--- config.mk ---
export PLATFORM = sky130hd
export DESIGN_NAME = mmu_refill_flat
export DESIGN_NICKNAME = d
export VERILOG_FILES = /design/src/rtl/mmu_refill_if.sv /design/src/rtl/mmu_refill.sv /design/src/flat_wrapper.sv
export SDC_FILE = /design/constraint.sdc
export NUM_CORES = 1
export LEC_CHECK = 0
export BUFFER_PORTS_ARGS = -buffer_cell sky130_fd_sc_hd__buf_2
export CORE_ASPECT_RATIO = 0.7
export CORE_MARGIN = 2
export CORE_UTILIZATION = 46
export CTS_CLUSTER_SIZE = 12
export DETAILED_ROUTE_END_ITERATION = 6
export PLACE_DENSITY = 0.85
export SLEW_MARGIN = 20
export SYNTH_ARGS = -nofsm -noshare
export SYNTH_HDL_FRONTEND = slang
export SYNTH_SLANG_ARGS = --single-unit
--- constraint.sdc ---
create_clock -name clk -period 2.1 [get_ports clk]
set_input_delay 0.42 -clock clk [delete_from_list [all_inputs] [get_ports clk]]
set_output_delay 0.42 -clock clk [all_outputs]
set_load 0.03 [all_outputs]
--- src/rtl/mmu_refill_if.sv ---
// Memory read port plus MMU register write port used by the refill sequencer.
// Latency: n/a (wires only).
// Backpressure: memory paces reads with mem_ack; the MMU write port cannot stall.
interface mmu_refill_if #(
  parameter int RV = 16,
  parameter int PA = RV
);
  logic          mem_req;
  logic [PA-1:0] mem_addr;
  logic          mem_ack;
  logic [RV-1:0] mem_rdata;
  logic          mem_err;
  logic          mmu_reg_write;
  logic [RV-1:0] mmu_reg_data;

  // The refill sequencer drives the request and the MMU write.
  modport master (
    output mem_req, mem_addr, mmu_reg_write, mmu_reg_data,
    input  mem_ack, mem_rdata, mem_err
  );

  // The memory and MMU side answer the request and take the write.
  modport slave (
    input  mem_req, mem_addr, mmu_reg_write, mmu_reg_data,
    output mem_ack, mem_rdata, mem_err
  );
endinterface

--- src/rtl/mmu_refill.sv ---
// Hardware MMU miss refill: reads the PTE from a table, then writes the MMU entry or traps.
// Latency: fault_req -> mem_req 1 cycle; mem_ack -> mmu_reg_write/done 1 cycle.
// Backpressure: waits on mem_ack up to TIMEOUT cycles; the core stalls while busy is high.
module mmu_refill #(
  parameter int RV        = 16,
  parameter int PA        = RV,
  parameter int VA        = RV,
  parameter int NMMU      = 8,
  parameter int VPN_W     = $clog2(NMMU),
  parameter int TIMEOUT   = 63,
  parameter int TIMEOUT_W = 6
) (
  input  logic             clk,
  input  logic             reset,
  input  logic             walk_enable,
  input  logic             fault_req,
  input  logic [VPN_W-1:0] fault_vpn,
  input  logic             fault_ins,
  input  logic             fault_sup,
  input  logic [PA-1:0]    tbase_u,
  input  logic [PA-1:0]    tbase_s,
  input  logic             abort,
  mmu_refill_if.master     bus,
  output logic             busy,
  output logic             done,
  output logic             trap,
  output logic [1:0]       trap_cause,
  output logic [15:0]      refill_count
);

  typedef enum logic [1:0] {S_IDLE, S_REQ, S_WAIT, S_WRITE} state_t;

  localparam logic [1:0] CAUSE_DISABLED = 2'd0;
  localparam logic [1:0] CAUSE_NOTPRES  = 2'd1;
  localparam logic [1:0] CAUSE_TIMEOUT  = 2'd2;
  localparam logic [1:0] CAUSE_BUSERR   = 2'd3;

  state_t               state;
  logic [TIMEOUT_W-1:0] tmo_cnt;
  logic [PA-1:0]        base_sel;

  // Table base for the faulting bank; its low bits are replaced by {ins, vpn}.
  assign base_sel = fault_sup ? tbase_s : tbase_u;

  // The table base low bits and PTE bit0 are intentionally dropped.
  logic unused_ok;
  assign unused_ok = ^{tbase_u[VPN_W:0], tbase_s[VPN_W:0], bus.mem_rdata[0], (VA > 0)};

  // Refill sequencer: every output is registered and pulses default low each cycle.
  always_ff @(posedge clk or posedge reset) begin
    if (reset) begin
      state             <= S_IDLE;
      tmo_cnt           <= '0;
      busy              <= 1'b0;
      done              <= 1'b0;
      trap              <= 1'b0;
      trap_cause        <= 2'd0;
      refill_count      <= 16'd0;
      bus.mem_req       <= 1'b0;
      bus.mem_addr      <= '0;
      bus.mmu_reg_write <= 1'b0;
      bus.mmu_reg_data  <= '0;
    end else begin
      done              <= 1'b0;
      trap              <= 1'b0;
      bus.mmu_reg_write <= 1'b0;
      case (state)
        S_IDLE: begin
          if (fault_req) begin
            if (walk_enable) begin
              state        <= S_REQ;
              busy         <= 1'b1;
              bus.mem_req  <= 1'b1;
              bus.mem_addr <= {base_sel[PA-1:VPN_W+1], fault_ins, fault_vpn};
              tmo_cnt      <= TIMEOUT_W'(TIMEOUT);
            end else begin
              trap       <= 1'b1;
              trap_cause <= CAUSE_DISABLED;
            end
          end
        end
        S_REQ, S_WAIT: begin
          if (abort) begin
            // Cancel wins over any same-cycle ack, error or timeout.
            state       <= S_IDLE;
            busy        <= 1'b0;
            bus.mem_req <= 1'b0;
          end else if (bus.mem_ack) begin
            bus.mem_req <= 1'b0;
            if (bus.mem_err) begin
              state      <= S_IDLE;
              busy       <= 1'b0;
              trap       <= 1'b1;
              trap_cause <= CAUSE_BUSERR;
            end else if (!bus.mem_rdata[1]) begin
              state      <= S_IDLE;
              busy       <= 1'b0;
              trap       <= 1'b1;
              trap_cause <= CAUSE_NOTPRES;
            end else begin
              // Entry-write format: keep PTE bits [RV-1:2], force valid and write bits.
              state             <= S_WRITE;
              bus.mmu_reg_write <= 1'b1;
              bus.mmu_reg_data  <= {bus.mem_rdata[RV-1:3], bus.mem_rdata[2], 2'b11};
              done              <= 1'b1;
              if (refill_count != 16'hFFFF) refill_count <= refill_count + 16'd1;
            end
          end else if (state == S_WAIT && TIMEOUT != 0 && tmo_cnt == TIMEOUT_W'(1)) begin
            state       <= S_IDLE;
            busy        <= 1'b0;
            bus.mem_req <= 1'b0;
            trap        <= 1'b1;
            trap_cause  <= CAUSE_TIMEOUT;
          end else begin
            state <= S_WAIT;
            if (state == S_WAIT) tmo_cnt <= tmo_cnt - 1'b1;
          end
        end
        S_WRITE: begin
          state <= S_IDLE;
          busy  <= 1'b0;
        end
        default: begin
          state       <= S_IDLE;
          busy        <= 1'b0;
          bus.mem_req <= 1'b0;
        end
      endcase
    end
  end

endmodule

--- src/flat_wrapper.sv ---
// flat-port wrapper written by rule: the top's interface ports become plain ports
module mmu_refill_flat 
#(
  parameter int RV        = 16,
  parameter int PA        = RV,
  parameter int VA        = RV,
  parameter int NMMU      = 8,
  parameter int VPN_W     = $clog2(NMMU),
  parameter int TIMEOUT   = 63,
  parameter int TIMEOUT_W = 6
)
  (clk, reset, walk_enable, fault_req, fault_vpn, fault_ins, fault_sup, tbase_u, tbase_s, abort, busy, done, trap, trap_cause, refill_count, bus_mem_req, bus_mem_addr, bus_mmu_reg_write, bus_mmu_reg_data, bus_mem_ack, bus_mem_rdata, bus_mem_err);
  mmu_refill_if #(.RV(RV), .PA(PA)) bus_i ();
  input  logic clk;
  input  logic reset;
  input  logic walk_enable;
  input  logic fault_req;
  input  logic [VPN_W-1:0] fault_vpn;
  input  logic fault_ins;
  input  logic fault_sup;
  input  logic [PA-1:0] tbase_u;
  input  logic [PA-1:0] tbase_s;
  input  logic abort;
  output logic busy;
  output logic done;
  output logic trap;
  output logic [1:0] trap_cause;
  output logic [15:0] refill_count;
  output wire logic [$bits(bus_i.mem_req)-1:0] bus_mem_req;
  output wire logic [$bits(bus_i.mem_addr)-1:0] bus_mem_addr;
  output wire logic [$bits(bus_i.mmu_reg_write)-1:0] bus_mmu_reg_write;
  output wire logic [$bits(bus_i.mmu_reg_data)-1:0] bus_mmu_reg_data;
  input wire logic [$bits(bus_i.mem_ack)-1:0] bus_mem_ack;
  input wire logic [$bits(bus_i.mem_rdata)-1:0] bus_mem_rdata;
  input wire logic [$bits(bus_i.mem_err)-1:0] bus_mem_err;
  assign bus_mem_req = bus_i.mem_req;
  assign bus_mem_addr = bus_i.mem_addr;
  assign bus_mmu_reg_write = bus_i.mmu_reg_write;
  assign bus_mmu_reg_data = bus_i.mmu_reg_data;
  assign bus_i.mem_ack = bus_mem_ack;
  assign bus_i.mem_rdata = bus_mem_rdata;
  assign bus_i.mem_err = bus_mem_err;
  mmu_refill #(.RV(RV), .PA(PA), .VA(VA), .NMMU(NMMU), .VPN_W(VPN_W), .TIMEOUT(TIMEOUT), .TIMEOUT_W(TIMEOUT_W)) u_core (.clk(clk), .reset(reset), .walk_enable(walk_enable), .fault_req(fault_req), .fault_vpn(fault_vpn), .fault_ins(fault_ins), .fault_sup(fault_sup), .tbase_u(tbase_u), .tbase_s(tbase_s), .abort(abort), .bus(bus_i), .busy(busy), .done(done), .trap(trap), .trap_cause(trap_cause), .refill_count(refill_count));
endmodule
==> results by group <==
Synth
  • Cell variety after synth: 51
  • Ys flop type: dfrtp_1
  • Mapped cell area: 2960 sq um
  • Mapped Avg Cell Area: 10.4 sq um
  • Synthesized-area fraction occupied by adder cells: 3.38%
  • Syn_nets: 353
  • Simple-Gate Fraction of Synth Area: 21.6%
  • Async SR Flop Fraction: 100%
  • #FFs+latches synth: 61
  • Post-Syn Instances: 285
  • Synth Warn #: 0
  • Post-Synth XOR/XNOR Area: 4.44%
  • Multiplexer area fraction after synthesis: 7.90%
  • Post-synth EDFFs: 0
  • Synth Area in Compound Gates: 7.14%
  • Sequential cell area fraction in the yosys report: 51.6%
  • Main combinational cell family by area after synthesis: simple AND/OR/NAND/NOR gates

Routing
  • Starting DRT DRC Count: 130
  • Final ANT Viol Nets: 0
  • Via count: 2519
  • DR WL/cell: 14.4 um
  • Final WL: 6980 um
  • Vias per inst: 5.19
  • DRC: 0
  • DRT Pass-1 Iters: 4

Floorplan
  • Die X: 99.9 um
  • Die ar.: 7100 sq um
  • Starting Density: 47.6%
  • Core Region: 6220 sq um
  • Cell row count: 24
  • Die Span Y: 71.1 um
  • # IOs: 115

STA
  • Max-slew headroom: 69.3%
  • Final Max Slew Viols: 0
  • Period Utilization, post-route: 96.3%
  • Final Critical Period: 2.02 ns
  • Clk_skew: 0.00695 ns
  • Fmax: 494 MHz
  • Worst setup margin: 0.0767 ns
  • Final hold vios: 0
  • Worst slew pin tran: 0.458 ns
  • Final Setup Violations: 0
  • Fin Setup TNS: 0 ns

Layout
  • Antenna Cells: 0
  • Util after Layout: 62.1%
  • Commonest non-fill, non-tap cell in the layout: buf_2
  • Fin nets: 470
  • Final cell area excluding filler cells: 3860 sq um
  • Commonest cells after routing, fill and taps aside: buf_2 (105), nand2_1 (66), dfrtp_1 (61)
  • Share of cells above drive strength 1: 39.1%
  • Area grow syn2layout: 30.3%

Placement
  • Routability cong.: 0.838
  • PortBufs: 105
  • DP Area: 3620 sq um
  • Pre-CTS setup slack: 0.0381 ns
  • HPWL Detailed: 5050 um

CTS
  • H-tree Lvls: 3
  • Sink Count: 61
  • Worst skew pair latency: 0.34 ns
  • Clock slew seen by the registers of the worst setup and hold paths: 0.07 ns
  • CTS Buf Count: 9
  • Clock Tree Root: clkbuf_8
  • CTS Buffer Depth: 2
  • Clock tree from TritonCTS: yes

Global route
  • Initial antenna violation count: 0
  • First-pass GRT wire length: 11500 um
  • Pin count of the biggest net entering global routing: 62
  • Vias in the first global route: 2533
  • All-Layer GR Usage: 20.8%
  • GR Overflow Total: 0

Worst setup path
  • Nature of the critical path endpoint: flop
  • Max stage delay on crit path: 0.38 ns
  • WP data required: 2.33 ns
  • Reg2reg start: u_core.state[1]
  • R2r setup slk: 0.08 ns
  • Crit start category: flop
  • Critical-path cell list: inv_1 > ha_4 > nand2b_1 > buf_4 > o22ai_1 > and3_1 > mux2_2
  • Setup Crit Path Kind: reg2reg
  • Critical-path top delay cell: dfrtp_1
  • R2R depth: 7
  • Crit Reg-Reg Endpoint: u_core.tmo_cnt[0]
  • CP Max Fanout: 5
  • Worst EP arrival: 2.25 ns

Run
  • Number of max-cap violations: 0

Status
  • Run status: completed

Power
  • Leakage power total: 2.07 nW
  • Pwr/cell area: 1360 nW/um^2
  • Peak supply drop: 0.000731 V

Hold path
  • Hold crit path type: in2async
-- cell type report --
type | instances | area (sq um)
clock inverter | 3 | 17.5
inverter | 10 | 37.5
multi-input combinational | 200 | 1350
tap | 78 | 97.6
sequential | 61 | 1530
clock buffer | 13 | 179
timing repair buffer | 120 | 651
fill | 516 | 2360
-- cell usage after synthesis, drive strengths merged, types with 2 or more instances --
master,count,area (sq um)
a211oi,2,15.0
a21oi,4,20.0
a22o,3,26.3
a41oi,2,17.5
and3,4,25.0
and4b,2,20.0
buf,7,52.5
clkbuf,7,28.8
dfrtp,61,1530
ha,8,100
inv,10,37.5
mux2,8,93.8
mux2i,14,140
nand2,66,248
nand2b,6,37.5
nand3,7,35.0
nand3b,2,15.0
nand4,7,50.1
nor2,8,32.5
nor3,8,50.1
nor4,4,46.3
o21ai,12,60.1
o31ai,2,15.0
or3,2,12.5
xnor2,4,35.0
xor2,11,96.3
-- flip-flops by register name (all words and copies together) (netlist names) --
signal                    cells
u_core.bus.mem_addr          16
u_core.bus.mmu_reg_data      15
u_core.state                  2
u_core.trap                   1
u_core.bus.mem_req            1
u_core.trap_cause             2
u_core.refill_count          16
u_core.busy                   1
u_core.tmo_cnt                6
u_core.bus.mmu_reg_write      1
-- critical path, delay by kind of cell (launching register included) --
family,cells,cell delay [ns]
AOI/OAI and AO/OA,1,0.19
adders and majority gates,1,0.31
buffers and inverters,2,0.27
DFF,1,0.38
muxes,1,0.36
and+or+nand+nor,2,0.39
-- kinds of logic (layout without fill, tap and decap cells) --
logic type,after synthesis,in the layout
simple gates,123,123
flops,61,61
compound gates,32,32
buf+inv,24,146
mux,22,22
xor+xnor,15,15
fa+ha+maj,8,8
-- stage by stage --
step,power [mW],cells,hold WS (ns)
2_1_floorplan,3.45,285,0.453
3_3_place_gp,4.09,468,0.455
3_5_place_dp,4.19,468,0.457
4_1_cts,5.24,485,0.133
5_1_grt,5.60,485,0.139
6_report,5.26,485,0.119
-- layer usage --
metal / up-vias / wire length, um / track usage (%)
met1: 1193 / 3070 / 25.4
met3: 12 / 562 / 7.41
met2: 103 / 3240 / 34.2
met5: - / 0 / 0
met4: 0 / 110 / 8.07
li1: 1211 / - / -
-- report_power, final --
part	internal, mW	leakage (nW)	switching, mW	total [mW]
sequential	1.60	0.766	0.284	1.88
clock	0.553	0.101	0.460	1.01
combinational	0.837	1.20	1.53	2.37
-- timing repair --
item	CTS	global route
pin swaps	0	1
setup buffers	1	0
hold buffers	0	0
resized for setup	1	4
endpoints found under the setup margin	3	7
-- worst max path at each step --
stage,start,to,slack (ns),cells past startpoint
after CTS,u_core.state[1],u_core.refill_count[1],0.06,7
after detailed placement,u_core.state[0],u_core.refill_count[1],0.04,7
after floorplan,u_core.refill_count[0],u_core.refill_count[1],0.09,5
final,u_core.state[1],u_core.tmo_cnt[0],0.08,7
after global routing,u_core.state[1],u_core.refill_count[6],-0.02,7
after global placement,u_core.state[0],u_core.refill_count[1],0.10,7
No activity file was read; power rests on OpenSTA's default activity.
